==> src/rtl/msg_pkg.sv <==
// Shared definitions for the message streamer: entry width, terminator code,
// default XOR key, FSM state encoding and the ROM entry decoder.
package msg_pkg;

    localparam int unsigned    MSG_W           = 9;
    localparam logic [8:0]     TERM            = 9'h1FF;
    localparam logic [7:0]     KEY_DEFAULT     = 8'hFF;
    localparam int unsigned    MAX_LEN_DEFAULT = 511;

    typedef enum logic [1:0] {
        StIdle,
        StFetch,
        StEmit,
        StDone
    } state_e;

    typedef struct packed {
        logic       is_term;
        logic [7:0] data;
    } decode_t;

    // TERM wins over the key bit, so 0x1FF is never decoded as a byte.
    function automatic decode_t decode_entry(input logic [MSG_W-1:0] v, input logic [7:0] key);
        decode_t d;
        d.is_term = (v == TERM);
        d.data    = v[MSG_W-1] ? (v[7:0] ^ key) : v[7:0];
        return d;
    endfunction

endpackage

==> src/rtl/message_streamer_if.sv <==
// ROM lookup and byte-stream handshake bundle for the message streamer.
//   rom_ptr   : streamer -> LUT, entry address
//   rom_value : LUT -> streamer, entry data for rom_ptr (same cycle)
//   tx_data   : streamer -> sink, decoded byte
//   tx_valid  : streamer -> sink, tx_data valid
//   tx_ready  : sink -> streamer, byte accepted when tx_valid && tx_ready
// master = streamer side, slave = LUT/sink side.
interface message_streamer_if;
    import msg_pkg::*;

    logic [MSG_W-1:0] rom_ptr;
    logic [MSG_W-1:0] rom_value;
    logic [7:0]       tx_data;
    logic             tx_valid;
    logic             tx_ready;

    modport master (
        output rom_ptr,
        input  rom_value,
        output tx_data,
        output tx_valid,
        input  tx_ready
    );

    modport slave (
        input  rom_ptr,
        output rom_value,
        input  tx_data,
        input  tx_valid,
        output tx_ready
    );

endinterface

==> src/rtl/message_streamer.sv <==
// Sequential reader for the 9-bit message ROM. Walks rom_ptr from 0, decodes
// each entry and streams bytes over a valid/ready interface until the
// terminator (or the end-of-ROM pointer) is reached.
// Ports:
//   clk, rst_n  : clock, asynchronous active-low reset
//   start       : pulse, begin streaming from pointer 0 (ignored while busy)
//   abort       : pulse, return to idle immediately (beats start)
//   bus         : ROM lookup + byte handshake (master modport)
//   busy        : high in fetch/emit
//   done        : level, stream finished; cleared by start/abort
//   overflow    : level, end-of-ROM reached without terminator
//   byte_count  : bytes accepted since the last start (saturating)
module message_streamer
    import msg_pkg::*;
#(
    parameter logic [7:0]  KEY     = KEY_DEFAULT,
    parameter int unsigned MAX_LEN = MAX_LEN_DEFAULT
) (
    input  logic                clk,
    input  logic                rst_n,
    input  logic                start,
    input  logic                abort,
    message_streamer_if.master  bus,
    output logic                busy,
    output logic                done,
    output logic                overflow,
    output logic [MSG_W-1:0]    byte_count
);

    localparam logic [MSG_W-1:0] PTR_LAST = MSG_W'(MAX_LEN);

    state_e           state;
    logic [MSG_W-1:0] rom_ptr;
    logic [7:0]       tx_data;
    logic             tx_valid;
    decode_t          dec;
    logic             advance;

    assign bus.rom_ptr  = rom_ptr;
    assign bus.tx_data  = tx_data;
    assign bus.tx_valid = tx_valid;

    assign dec = decode_entry(bus.rom_value, KEY);

    // FETCH always consumes the current entry; EMIT only once the held byte
    // is accepted, which lets the next byte load in the handshake cycle.
    assign advance = (state == StFetch) || ((state == StEmit) && bus.tx_ready);

    always_ff @(posedge clk or negedge rst_n) begin
        if (!rst_n) begin
            state      <= StIdle;
            rom_ptr    <= '0;
            tx_data    <= '0;
            tx_valid   <= 1'b0;
            busy       <= 1'b0;
            done       <= 1'b0;
            overflow   <= 1'b0;
            byte_count <= '0;
        end else if (abort) begin
            state    <= StIdle;
            rom_ptr  <= '0;
            tx_valid <= 1'b0;
            busy     <= 1'b0;
            done     <= 1'b0;
            overflow <= 1'b0;
        end else begin
            unique case (state)
                StIdle, StDone: begin
                    if (start) begin
                        state      <= StFetch;
                        rom_ptr    <= '0;
                        byte_count <= '0;
                        busy       <= 1'b1;
                        done       <= 1'b0;
                        overflow   <= 1'b0;
                    end
                end
                StFetch, StEmit: begin
                    if (advance) begin
                        if ((state == StEmit) && (byte_count != PTR_LAST)) begin
                            byte_count <= byte_count + 1'b1;
                        end
                        if (dec.is_term || (rom_ptr == PTR_LAST)) begin
                            state    <= StDone;
                            tx_valid <= 1'b0;
                            busy     <= 1'b0;
                            done     <= 1'b1;
                            overflow <= !dec.is_term;
                        end else begin
                            state    <= StEmit;
                            tx_data  <= dec.data;
                            tx_valid <= 1'b1;
                            rom_ptr  <= rom_ptr + 1'b1;
                        end
                    end
                end
                default: state <= StIdle;
            endcase
        end
    end

endmodule

==> src/flat_wrapper.sv <==
// flat-port wrapper written by rule: the top's interface ports become plain ports
module message_streamer_flat import msg_pkg::*;
#(
    parameter logic [7:0]  KEY     = KEY_DEFAULT,
    parameter int unsigned MAX_LEN = MAX_LEN_DEFAULT
)
  (clk, rst_n, start, abort, busy, done, overflow, byte_count, bus_rom_ptr, bus_rom_value, bus_tx_data, bus_tx_valid, bus_tx_ready);
  message_streamer_if bus_i ();
  input  logic clk;
  input  logic rst_n;
  input  logic start;
  input  logic abort;
  output logic busy;
  output logic done;
  output logic overflow;
  output logic [MSG_W-1:0] byte_count;
  output wire logic [$bits(bus_i.rom_ptr)-1:0] bus_rom_ptr;
  input wire logic [$bits(bus_i.rom_value)-1:0] bus_rom_value;
  output wire logic [$bits(bus_i.tx_data)-1:0] bus_tx_data;
  output wire logic [$bits(bus_i.tx_valid)-1:0] bus_tx_valid;
  input wire logic [$bits(bus_i.tx_ready)-1:0] bus_tx_ready;
  assign bus_rom_ptr = bus_i.rom_ptr;
  assign bus_i.rom_value = bus_rom_value;
  assign bus_tx_data = bus_i.tx_data;
  assign bus_tx_valid = bus_i.tx_valid;
  assign bus_i.tx_ready = bus_tx_ready;
  message_streamer #(.KEY(KEY), .MAX_LEN(MAX_LEN)) u_core (.clk(clk), .rst_n(rst_n), .start(start), .abort(abort), .bus(bus_i), .busy(busy), .done(done), .overflow(overflow), .byte_count(byte_count));
endmodule
==> config.mk <==
export PLATFORM = sky130hd
export DESIGN_NAME = message_streamer_flat
export DESIGN_NICKNAME = d
export VERILOG_FILES = /design/src/rtl/msg_pkg.sv /design/src/rtl/message_streamer_if.sv /design/src/rtl/message_streamer.sv /design/src/flat_wrapper.sv
export SDC_FILE = /design/constraint.sdc
export NUM_CORES = 1
export LEC_CHECK = 0
export CELL_PAD_IN_SITES_DETAIL_PLACEMENT = 0
export CELL_PAD_IN_SITES_GLOBAL_PLACEMENT = 1
export CORE_MARGIN = 2
export CORE_UTILIZATION = 35
export DETAILED_ROUTE_END_ITERATION = 6
export DONT_BUFFER_PORTS = 1
export HOLD_SLACK_MARGIN = 0.02
export PLACE_DENSITY_LB_ADDON = 0.25
export SYNTH_ARGS = -nofsm -noshare
export SYNTH_HDL_FRONTEND = slang
export SYNTH_SLANG_ARGS = --single-unit
==> constraint.sdc <==
create_clock -name clk -period 3.2 [get_ports clk]
set_input_delay 0.64 -clock clk [delete_from_list [all_inputs] [get_ports clk]]
set_output_delay 0.64 -clock clk [all_outputs]
set_load 0.01 [all_outputs]
Yosys cells after proc, flatten, opt, wreduce, memory -nomap -nowiden --
Index checks and enable logic that the tools add are counted.
Storage, ports and cells: register bits 32, bits in latches 0, RAM bits 0, ROM bits 0, bits of input ports 14, word-level logic and storage cells 74, memories kept 0
Operators by class: $add $sub $neg 2, multiply operators 0, divide/modulo/power cells 0, $lt $le $gt $ge 0, equal/unequal tests 13, shift operators 0, mux-type cells 32, bitwise gates (word level) 3, reductions and logical operators 16
Operator list (count):
- 9-bit 2-to-1 mux | 6
- 9-bit case mux with 2 select lines | 2
- 9-bit by 1-bit adder with 9-bit output, second input constant | 2
- 9-bit equality test, second input constant | 2
- 1-bit 2-to-1 mux | 16
- 9-bit inequality test, second input constant | 1
- 8-bit 2-to-1 mux | 1
- 8-bit NOT | 1
- 4-bit AND reduction | 2
- 2-bit 2-to-1 mux | 3
- 3-bit by 2-bit inequality test with 1-bit output, second input constant | 2
- 3-bit inequality test, second input constant | 2
- 1-bit case mux with 2 select lines | 3
- 3-bit AND reduction | 2
- 2-bit equality test, second input constant | 2
- 2-bit by 1-bit inequality test with 1-bit output, second input constant | 2
- 2-bit case mux with 2 select lines | 1
- 2-bit AND reduction | 2
- 2-bit nonzero test | 2
- 2-bit OR reduction | 2
- 2-bit by 1-bit equality test with 1-bit output, second input constant | 1
- 1-bit logical AND | 2
- 2-bit zero test | 1
- 1-bit logical OR | 2
- 3 further kinds | 4

Logic depth before layout (Yosys ltp) --
depth in word-level cells 6, gate-level depth with buffers 11, mapped depth without buffers 9

Least setup slack after synthesis --
No wires, ideal clock.
kind register to register, from register u_core.rom_ptr[0], in the netlist u_core.bus.rom_ptr[0], to register u_core.tx_data[0], in the netlist u_core.bus.tx_data[0], library setup time 0.077 ns, arrival 2.260 ns, required time 3.123 ns, setup slack 0.863 ns, cell stages (with the launch flop) 12, path buffers 2, cell sequence dfrtp_1 > ha_1 > and3_1 > and3_1 > and3_1 > ha_1 > inv_1 > o31a_1 > buf_2 > clkbuf_1 > a21oi_1 > a21oi_1
On the way: word-level cells in the longest chain between the ends 4
RTL lines:
- start: declaration | line message_streamer.sv:33 | logic [MSG_W-1:0] rom_ptr;
- start signal: assignment | line message_streamer.sv:93 | rom_ptr <= rom_ptr + 1'b1;
- 9-bit equality test | line message_streamer.sv:83 | if (dec.is_term || (rom_ptr == PTR_LAST)) begin
- 1-bit logical OR | line message_streamer.sv:83
- 1-bit NOT (no source line)
- 4-bit AND reduction (no source line)
- end signal: assignment | line message_streamer.sv:91 | tx_data <= dec.data;
- end: declaration | line message_streamer.sv:34 | logic [7:0] tx_data;
Every way passes these cells. A chain may end at the register's enable or synchronous reset.

Worst setup path in the final report --
from register u_core.rom_ptr[0], in the netlist u_core.bus.rom_ptr[0], to register u_core.rom_ptr[6], in the netlist u_core.bus.rom_ptr[6]
On the way: word-level cells in the longest chain between the ends 5, elaborated cells on any way between the ends 9, classes of those cells 1 x add/sub; 2 x eq/ne; 4 x mux; 2 x reduce/logical
RTL lines:
- 9-bit by 1-bit adder with 9-bit output | line message_streamer.sv:93
- 9-bit 2-to-1 mux | line message_streamer.sv:83
- 9-bit 2-to-1 mux | line message_streamer.sv:79 | if (advance) begin
- 9-bit case mux with 2 select lines | line message_streamer.sv:67 | unique case (state)
- 9-bit 2-to-1 mux | line message_streamer.sv:59 | end else if (abort) begin
Several ways; a longest one is shown, not always the timed one. The select of a mux whose other input is x is not followed.

==> key figures <==
STA
  – Fin Setup TNS: 0 ns
  – Setup ws final: 0.489 ns
  – Setup Viol. Count Final: 0
  – Final max-slew violation count: 0
  – Final min period: 2.71 ns
  – Endpoints failing hold: 0
  – Slew margin rel.: 50.9%
  – RSZ-0062 raised after global routing: no
  – Worst Skew: 0.00945 ns
  – Worst slew pin tran: 0.733 ns
  – F_max: 369 MHz
  – Final period utilization: 84.7%

Layout
  – Fill count: 516
  – Antenna diodes: 0
  – Area grow syn2layout: 7.63%
  – Register area: 801 um2
  – Final Net Count: 208
  – Commonest non-fill, non-tap cell in the layout: dfrtp_1
  – Area of the multi-input gates: 921 um2
  – Most frequent cells in the layout: dfrtp_1 (32), nand2_1 (22), a21oi_1 (21), nand3_1 (11), inv_1 (9)
  – Ratio of cells with drive above 1 in the final layout: 8.99%

Synthesis
  – Dominant cell type by area after synthesis: dfrtp_1
  – YS warnings: 0
  – Share of the synthesized area in the top cell type: 44.4%
  – Syn nets: 209
  – Yosys cell types: 45
  – Syn Area/Cell: 9.54 um2
  – Largest cells by area after synthesis: dfrtp_1 (44%), a21oi_1 (5.8%), nand2_1 (4.6%)
  – Yosys reg bits: 32
  – Register area share after synthesis: 44.4%
  – Cell count after synthesis: 189
  – Syn Std Cell Area: 1800 um2

Detailed routing
  – DR WL/cell: 16.3 um
  – Routed Antenna Nets: 0
  – Vias/cell: 5.58
  – First drt pass iteration count: 4
  – Routed WL: 4.22 mm
  – Vias: 1446
  – Iter 0 DRT Violations: 67
  – DRC viols: 0

Clock tree
  – CTS tree: done
  – Clock tree root driver cell: clkbuf_8
  – Number of H-tree levels: 2
  – Post-CTS Setup Bufs: 0
  – Clock Pin Slew Worst Setup and Hold Paths: 0.07 ns
  – Clk Latency, worst-skew pair: 0.28 ns
  – CTS Hold Bufs: 0
  – Sink Count: 32
  – Num CTS Buffers: 5
  – CTS Buffer Depth: 2
  – Post-CTS resize count: 0

Floorplan
  – Initial Util: 35.8%
  – Die Footprint: 5740 um2
  – I/O Pins: 44
  – FP Rows: 26
  – Die Wd: 75.8 um
  – Core Area: 5040 um2
  – Chip height: 75.8 um

GRT
  – GRT Total Usage: 16.4%
  – Antenna violations before repair: 0
  – Global-route wire length before repair: 7.07 mm
  – GRT Residual Overflow: 0
  – Vias in the first global route: 1498
  – Largest net degree at the start of global routing: 33

Power
  – Total power: 1.38 mW
  – Pwr/cell area: 709 nW/um2
  – Peak supply drop: 0.000286 V
  – Leakage power: 0.820 nW

Setup path
  – WP data arrival: 2.91 ns
  – CP Capture Type: register
  – CP Launch Type: register
  – CP Max Fanout: 17
  – Critical Path RT: 3.40 ns
  – Kind of critical path: register to register

Flow run
  – Max cap viols: 0

Outcome
  – Outcome: completed

Placed design
  – DP HPWL: 3.14 mm
  – Post-placement setup slack: 0.482 ns
  – # port buffers: 0
  – Final GP Congestion: 0.881

Hold path
  – Worst hold-check path type: input pin to asynchronous set/reset pin
==> critical path: stages (launching register included) <==
cell     delay (ns)
dfrtp_1        0.45
ha_1           0.28
and3_1         0.21
and3_1         0.21
and3_1         0.19
ha_1           0.20
inv_1          0.12
o31a_1         0.60
nand3_1        0.17
a31oi_1        0.21
==> Yosys cell counts <==
library cell,instances
o21ai_0,3
ha_1,6
a21boi_1,2
buf_2,5
nand2b_1,3
o221a_2,1
o21a_1,3
a211oi_1,1
a31oi_1,3
o22ai_1,1
or3_1,2
and3_1,3
nor3_1,6
a21oi_1,21
xnor2_1,8
o31ai_1,3
o311ai_0,1
o31a_1,2
clkbuf_1,3
and4_1,1
nor2_1,7
nand4_1,3
nand2_1,22
nand4_4,1
nand3_2,1
inv_1,9
or4_1,2
and2_1,1
o31ai_2,1
a211o_2,1
a211o_1,1
nor4_1,2
xor2_1,1
mux2i_1,4
nor3_2,1
or2_2,1
a22o_1,3
buf_6,1
dfrtp_1,32
o221ai_1,1
and4_2,1
mux2i_4,1
o211ai_1,2
nand3_1,11
o31a_2,1
==> layout make-up <==
cell class | instances | area share [%]
Clock buffer | 8 | 4.64
Inverter | 9 | 1.74
Multi-Input combinational cell | 139 | 47.5
Sequential cell | 32 | 41.3
Tap cell | 70 | 4.51
Timing Repair Buffer | 1 | 0.387
==> path summary, 6_finish.rpt <==
| kind | startpoint | endpoint | slack (ns) | cells after the start |
|---|---|---|---|---|
| setup reg to reg | u_core.bus.rom_ptr[0]$_DFFE_PN0P_ | u_core.bus.rom_ptr[6]$_DFFE_PN0P_ | 0.49 | 9 |
| max in group asynchronous | rst_n | u_core.byte_count[0]$_DFFE_PN0P_ | 3.06 | 0 |
| hold / removal | rst_n | u_core.byte_count[5]$_DFFE_PN0P_ | 0.05 | 0 |
| setup / recovery | u_core.bus.rom_ptr[0]$_DFFE_PN0P_ | u_core.bus.rom_ptr[6]$_DFFE_PN0P_ | 0.49 | 9 |
| hold reg to reg | u_core.state[1]$_DFFE_PN0P_ | u_core.state[1]$_DFFE_PN0P_ | 0.56 | 2 |
| min in group clk | abort | u_core.bus.rom_ptr[3]$_DFFE_PN0P_ | 0.42 | 1 |
==> flip-flops by register name, indices dropped and copies added (netlist names) <==
name,count
u_core.overflow,1
u_core.done,1
u_core.bus.tx_valid,1
u_core.busy,1
u_core.bus.tx_data,8
u_core.bus.rom_ptr,9
u_core.byte_count,9
u_core.state,2
==> metrics by stage <==
stage | cell area, um2 | hold WS [ns] | instances | utilization, %
detailed placement | 1850 | 0.345 | 251 | 36.7
CTS | 1940 | 0.0386 | 259 | 38.5
global route | 1940 | 0.0307 | 259 | 38.5
finish | 1940 | 0.0487 | 259 | 38.5
floorplan | 1800 | 0.344 | 189 | -
global placement | 1850 | 0.345 | 251 | 36.7
==> routing by layer <==
layer / track usage (%) / vias to the layer above / wire, um
li1: - / 682 / -
met1: 20.9 / 694 / 1800
met2: 25.1 / 59 / 1980
met3: 5.95 / 11 / 370
met4: 7.02 / 0 / 75
met5: 0 / - / 0
==> kinds of logic (layout without fill, tap and decap cells) <==
logic type	count (synthesis)	after routing	share of synthesized area, %
XOR/XNOR	9	9	4.37
AND/OR/NAND/NOR	68	68	20.1
flip-flops	32	32	44.4
buffers and inverters	18	18	4.51
adder cells (fa/ha/maj)	6	6	4.16
multiplexers	5	5	3.47
AO/OA/AOI/OAI	51	51	18.9
==> power by group <==
part	internal (mW)	switching (mW)	total, mW	leakage, nW
combinational	0.159	0.295	0.453	0.354
clock	0.175	0.142	0.317	0.0455
sequential	0.493	0.113	0.605	0.420
Power figures use the tool's default switching activity.
